===== config.mk =====
export PLATFORM = sky130hd
export DESIGN_NAME = head_scan_sched
export DESIGN_NICKNAME = d
export VERILOG_FILES = /design/src/rtl/head_scan_pkg.sv /design/src/rtl/head_detect.sv /design/src/rtl/head_scan_sched.sv
export SDC_FILE = /design/constraint.sdc
export NUM_CORES = 1
export LEC_CHECK = 0
export ABC_AREA = 1
export CAP_MARGIN = 20
export CELL_PAD_IN_SITES_DETAIL_PLACEMENT = 1
export CELL_PAD_IN_SITES_GLOBAL_PLACEMENT = 1
export CORE_MARGIN = 2
export CORE_UTILIZATION = 30
export DETAILED_ROUTE_END_ITERATION = 7
export GPL_TIMING_DRIVEN = 1
export PLACE_DENSITY = 0.76
export RECOVER_POWER = 100
export SLEW_MARGIN = 20
export SYNTH_ARGS = -nofsm -noshare
export SYNTH_HDL_FRONTEND = slang
export SYNTH_SLANG_ARGS = --single-unit

===== constraint.sdc =====
create_clock -name clk -period 6.4 [get_ports clk]
set_input_delay 1.6 -clock clk [delete_from_list [all_inputs] [get_ports clk]]
set_output_delay 1.6 -clock clk [all_outputs]
set_load 0.05 [all_outputs]

===== src/rtl/head_scan_pkg.sv =====
// head_scan_pkg: shared widths, FSM encoding and the grant-clear mask helper
// for the head_scan_sched block.
package head_scan_pkg;

    localparam int unsigned WIDTH  = 32;
    localparam int unsigned POS_W  = 6;
    localparam int unsigned STAT_W = 16;

    typedef enum logic {
        StIdle = 1'b0,
        StEmit = 1'b1
    } state_e;

    // One-hot mask of bit (WIDTH-1-pos); all-zero when pos is out of range
    // (the finder reports WIDTH for an empty vector).
    function automatic logic [WIDTH-1:0] pos_mask(input logic [POS_W-1:0] pos);
        logic [WIDTH-1:0] m;
        m = '0;
        for (int i = 0; i < WIDTH; i++) begin
            if (pos == POS_W'(WIDTH - 1 - i)) begin
                m[i] = 1'b1;
            end
        end
        return m;
    endfunction

endpackage


===== src/rtl/head_detect.sv =====
// head_detect: combinational leading-one finder. Reports the position of the
// highest set bit counted from the MSB (bit 31 -> 0); reports WIDTH when the
// input is all-zero.
module head_detect
    import head_scan_pkg::*;
(
    input  logic [WIDTH-1:0] data_in,
    output logic [POS_W-1:0] pos_out
);

    // Scan upward so the highest set bit is the last assignment to win.
    always_comb begin
        pos_out = POS_W'(WIDTH);
        for (int i = 0; i < WIDTH; i++) begin
            if (data_in[i]) begin
                pos_out = POS_W'(WIDTH - 1 - i);
            end
        end
    end

endmodule


===== src/rtl/head_scan_sched.sv =====
// head_scan_sched: accepts a request vector and issues one grant per beat,
// highest-numbered pending bit first, clearing each bit on its handshake.
// Optional statistics counters are enabled with HEAD_SCAN_STATS_EN.
module head_scan_sched
    import head_scan_pkg::*;
(
    input  logic             clk,
    input  logic             rst,
    input  logic             vec_valid,
    output logic             vec_ready,
    input  logic [WIDTH-1:0] vec_data,
    input  logic             flush,
    output logic             grant_valid,
    input  logic             grant_ready,
    output logic [POS_W-1:0] grant_pos,
    output logic             grant_last,
    output logic             grant_empty,
    output logic [POS_W-1:0] grant_idx,
    output logic             busy
`ifdef HEAD_SCAN_STATS_EN
    ,
    output logic [STAT_W-1:0] stat_vecs,
    output logic [STAT_W-1:0] stat_grants
`endif
);

    state_e           state_q, state_d;
    logic [WIDTH-1:0] pending_q, pending_d;
    logic [POS_W-1:0] idx_q, idx_d;
    logic             empty_q, empty_d;

    logic [POS_W-1:0] lod_pos;
    logic [WIDTH-1:0] remain;
    logic             is_last;
    logic             vec_accept;
    logic             grant_fire;

    head_detect u_head_detect (
        .data_in (pending_q),
        .pos_out (lod_pos)
    );

    assign remain     = pending_q & ~pos_mask(lod_pos);
    assign is_last    = empty_q | (remain == '0);
    assign vec_accept = (state_q == StIdle) & vec_valid;
    assign grant_fire = (state_q == StEmit) & grant_ready;

    // State register.
    always_ff @(posedge clk) begin
        if (rst) begin
            state_q <= StIdle;
        end else begin
            state_q <= state_d;
        end
    end

    // Next-state: leave EMIT on flush or on the handshake of the final beat.
    always_comb begin
        state_d = state_q;
        unique case (state_q)
            StIdle: if (vec_valid) state_d = StEmit;
            StEmit: if (flush || (grant_ready && is_last)) state_d = StIdle;
            default: state_d = StIdle;
        endcase
    end

    // Datapath next-state: load on accept, clear granted bit on handshake.
    always_comb begin
        pending_d = pending_q;
        idx_d     = idx_q;
        empty_d   = empty_q;
        if (vec_accept) begin
            pending_d = vec_data;
            idx_d     = '0;
            empty_d   = (vec_data == '0);
        end else if (state_q == StEmit) begin
            if (grant_fire) begin
                pending_d = remain;
                idx_d     = idx_q + POS_W'(1);
            end
            // Any same-cycle handshake still counts; the rest is dropped.
            if (flush) begin
                pending_d = '0;
            end
        end
    end

    // Datapath registers.
    always_ff @(posedge clk) begin
        if (rst) begin
            pending_q <= '0;
            idx_q     <= '0;
            empty_q   <= 1'b0;
        end else begin
            pending_q <= pending_d;
            idx_q     <= idx_d;
            empty_q   <= empty_d;
        end
    end

    // Outputs: grant fields are forced to zero outside EMIT.
    always_comb begin
        vec_ready   = (state_q == StIdle);
        grant_valid = (state_q == StEmit);
        busy        = (state_q != StIdle);
        grant_pos   = '0;
        grant_idx   = '0;
        grant_last  = 1'b0;
        grant_empty = 1'b0;
        if (state_q == StEmit) begin
            grant_pos   = lod_pos;
            grant_idx   = idx_q;
            grant_last  = is_last;
            grant_empty = empty_q;
        end
    end

`ifdef HEAD_SCAN_STATS_EN
    // Saturating counters of accepted vectors and completed grant handshakes.
    always_ff @(posedge clk) begin
        if (rst) begin
            stat_vecs   <= '0;
            stat_grants <= '0;
        end else begin
            if (vec_accept && (stat_vecs != '1)) begin
                stat_vecs <= stat_vecs + STAT_W'(1);
            end
            if (grant_fire && (stat_grants != '1)) begin
                stat_grants <= stat_grants + STAT_W'(1);
            end
        end
    end
`endif

endmodule

==> reports/results.txt <==
Outcome - finished clean
Worst reg2reg endpoint - pending_q[1]$_SDFFE_PP0P_
Worst path required time - 4.80 ns
# setup viols final - 0
Routed WL per cell - 15.63 um
Non-filler cells, final - 633
Grt ovf - 0
CP Cell Sequence - nor4_1, inv_1, o21ai_1, a21oi_1, or2_1, a21oi_1, inv_1, nor2_1, nand4_1, o21ai_1, nand2_1, clkinv_1, nand2_1, nor2_1, nand2_1, nor2_1, nand2_1, a21oi_1, clkbuf_1
Synthesis-stage register bit count - 40
Tot GR Track Use - 0.2001
Bufs on Longest Clock Path - 2
Internal power - 451.5 uW
Fin nets - 559
Vias/cell - 5.216
CP peak stage delay - 0.48 ns
Final setup skew - 0.01034 ns
Die area - 10270 um2
Pwr/cell area - 223.0 nW/um2
Critical path capture point type - output port
Most frequent CP cell - nand2_1
Number of gates resized after CTS - 0
Syn-to-layout area delta - 24.78%
Synth Area in XOR/XNOR - 0.006162
Initial Util - 0.3091
Simple-Gate Fraction of Synth Area - 0.4067
DR iter-0 viols - 93
Hold Fails Final Rpt - 0
Critical path data arrival time - 4.25 ns
Register area share after synthesis - 0.2817
Most frequent cells in the layout - nand2_1 (133), inv_1 (60), nor2_1 (40), dfxtp_1 (40), o21ai_0 (39)
Net Sw Power - 339.4 uW
Switching Share - 0.4291
Htree depth - 2
Crit Path Class - reg2out
Netlist Area Pre-Place - 2843 um2
Diode count - 0
Drt pass-1 iters - 4
Sequential Power Share - 0.374
Seq. cell area - 800.8 um2
Cts hold-fix bufs - 0
Routed Antenna Nets - 0
Worst rel slew slack - 0.03369
CP Max Fanout - 6
Mean post-synth cell area - 5.947 um2
Initial antenna violation count - 0
Mapped Nets - 516
Hold Crit Class - reg2reg
Logic pwr share - 0.398
Unrepaired setup endpoints after global routing - no
Setup slack, reg-to-reg - 2.38 ns
Slowest cell on the critical path - clkbuf_1
Final WL - 9896 um
First-pass GRT wire length - 16580 um
Layout fillers - 1225
WHS Endpoint - idx_q[5]$_SDFFE_PP0P_
Fin crit share - 0.9141
RR Startpoint - busy$_SDFF_PP0_
Multi-input logic area - 1709 um2
Cell count of the worst reg-to-reg path - 7
Shortest period the worst path allows - 5.850 ns
Max cap viols - 0
Worst Tran Pin Value - 1.449 ns
Gpl congestion - 0.9613
Setup_tns - 0 ns
# port buffers - 53
DPL Wire Length - 7657 um
Warnings, synthesis - 0
Yosys cell types - 31
# rows - 35
Clock tree root buffer cell - clkbuf_8
Critical hold path startpoint - idx_q[5]$_SDFFE_PP0P_
Leakage power - 1.552 nW
Max Clock Freq - 170.9 MHz
Compound-Gate Fraction of Synth Area - 0.1787
Largest family of logic cells by synthesized area - simple AND/OR/NAND/NOR gates
CTS tree - done
Commonest non-fill, non-tap cell in the layout - nand2_1
Worst hold path depth - 2
Core ar. - 9196 um2
Clock sinks - 40
Clock power frac - 0.228
Clock latency on the worst-skew pair - 0.30 ns
Final max-slew violation count - 0
Number of global-route vias before repair - 3374
Post-synthesis mux area share - 0
CTS buffer count - 5
Startpoint Class - register
Synth Area in Adders - 0.004401
Largest net degree at the start of global routing - 65
Clk slew on worst S/H paths - 0.09 ns
Die X - 101.3 um
Post-CTS Setup Inserts - 0
Layout cell share with drive strength beyond 1 - 0.04789
Die height - 101.3 um
Synthesized instance count - 478
Dpl cells - 625
Peak supply drop - 0.1046 mV
Util after Layout - 0.3857
Count of boundary I/O pins - 54
Remaining DRCs - 0
Via count - 3302
-- metrics by stage --
step / hold WS, ns / power [mW] / area (um2) / worst slack (ns)
after detailed placement: 0.4850 / 0.6162 / 3457 / 0.5818
final: 0.4958 / 0.7910 / 3547 / 0.5497
after floorplan: 0.4528 / 0.5136 / 2843 / 1.661
after global routing: 0.5480 / 0.8497 / 3547 / 0.1901
after CTS: 0.4986 / 0.7993 / 3550 / 0.2139
after global placement: 0.4674 / 0.6090 / 3457 / 0.5968
-- synthesized netlist by cell type (all sizes together) --
library cell | number | area [um2]
nor3b | 1 | 7.510
a31oi | 31 | 193.9
nand2 | 139 | 583.1
nor2 | 42 | 160.2
nand3 | 27 | 135.1
nand4 | 25 | 156.4
and3 | 1 | 6.260
dfxtp | 40 | 800.8
or2 | 2 | 12.52
xor2 | 2 | 17.52
o211ai | 1 | 7.510
clkbuf | 16 | 60.06
o21bai | 3 | 22.52
ha | 1 | 12.51
o21ai | 45 | 225.2
inv | 66 | 247.7
clkinv | 6 | 22.52
nor4 | 10 | 62.56
a21oi | 10 | 50.05
o311ai | 1 | 8.760
buf | 3 | 17.52
nand3b | 1 | 7.510
nor3 | 5 | 25.02
-- cells by family after synthesis --
family	Yosys count
flip-flops	40
buffers and inverters	91
AND/OR/NAND/NOR	253
adder cells (fa/ha/maj)	1
XOR/XNOR	2
AO/OA/AOI/OAI	91
-- power groups by stage --
stage / logic, mW / registers [mW] / clock network [mW]
after floorplan: 0.219 / 0.294 / 0
after global placement: 0.309 / 0.300 / 0
after detailed placement: 0.315 / 0.301 / 0
after CTS: 0.316 / 0.296 / 0.188
after global routing: 0.354 / 0.300 / 0.196
final: 0.315 / 0.296 / 0.181
-- metal layers --
metal | track usage | routed length (um) | vias to the layer above
met1 | 0.2589 | 4643 | 1571
li1 | - | - | 1676
met2 | 0.3500 | 4809 | 43
met3 | 0.02553 | 262 | 12
met4 | 0.05405 | 181 | 0
met5 | 0 | 0 | -
-- worst max-delay path by stage --
stage	from	to	slack [ns]	depth (start not counted)
after CTS	pending_q[5]$_SDFFE_PP0P_	grant_last	0.21	19
final	pending_q[5]$_SDFFE_PP0P_	grant_last	0.55	19
after detailed placement	pending_q[5]$_SDFFE_PP0P_	grant_last	0.58	19
after global placement	pending_q[5]$_SDFFE_PP0P_	grant_last	0.60	19
after global routing	pending_q[1]$_SDFFE_PP0P_	grant_last	0.19	24
after floorplan	pending_q[1]$_SDFFE_PP0P_	grant_last	1.66	39
-- critical path, delay by kind of cell, from the launching register on --
kind                   cells  cell delay [ns]
DFF                        1             0.36
buffers and inverters      4             0.73
AOI/OAI and AO/OA          5             0.85
and+or+nand+nor           10             2.02
-- sequential cells by signal (all words and copies together), names as in the netlist --
name and flops:
idx_q 6, empty_q 1, pending_q 32, busy 1
-- area by class of cell --
| type | instances | area share |
|---|---|---|
| clock buffer | 5 | 0.01940 |
| clock inverter | 3 | 0.006702 |
| inverter | 72 | 0.07619 |
| multi-input combinational | 347 | 0.4818 |
| sequential | 40 | 0.2257 |
| tap | 111 | 0.03915 |
| timing repair buffer | 55 | 0.1510 |
Power figures use the tool's default switching activity.
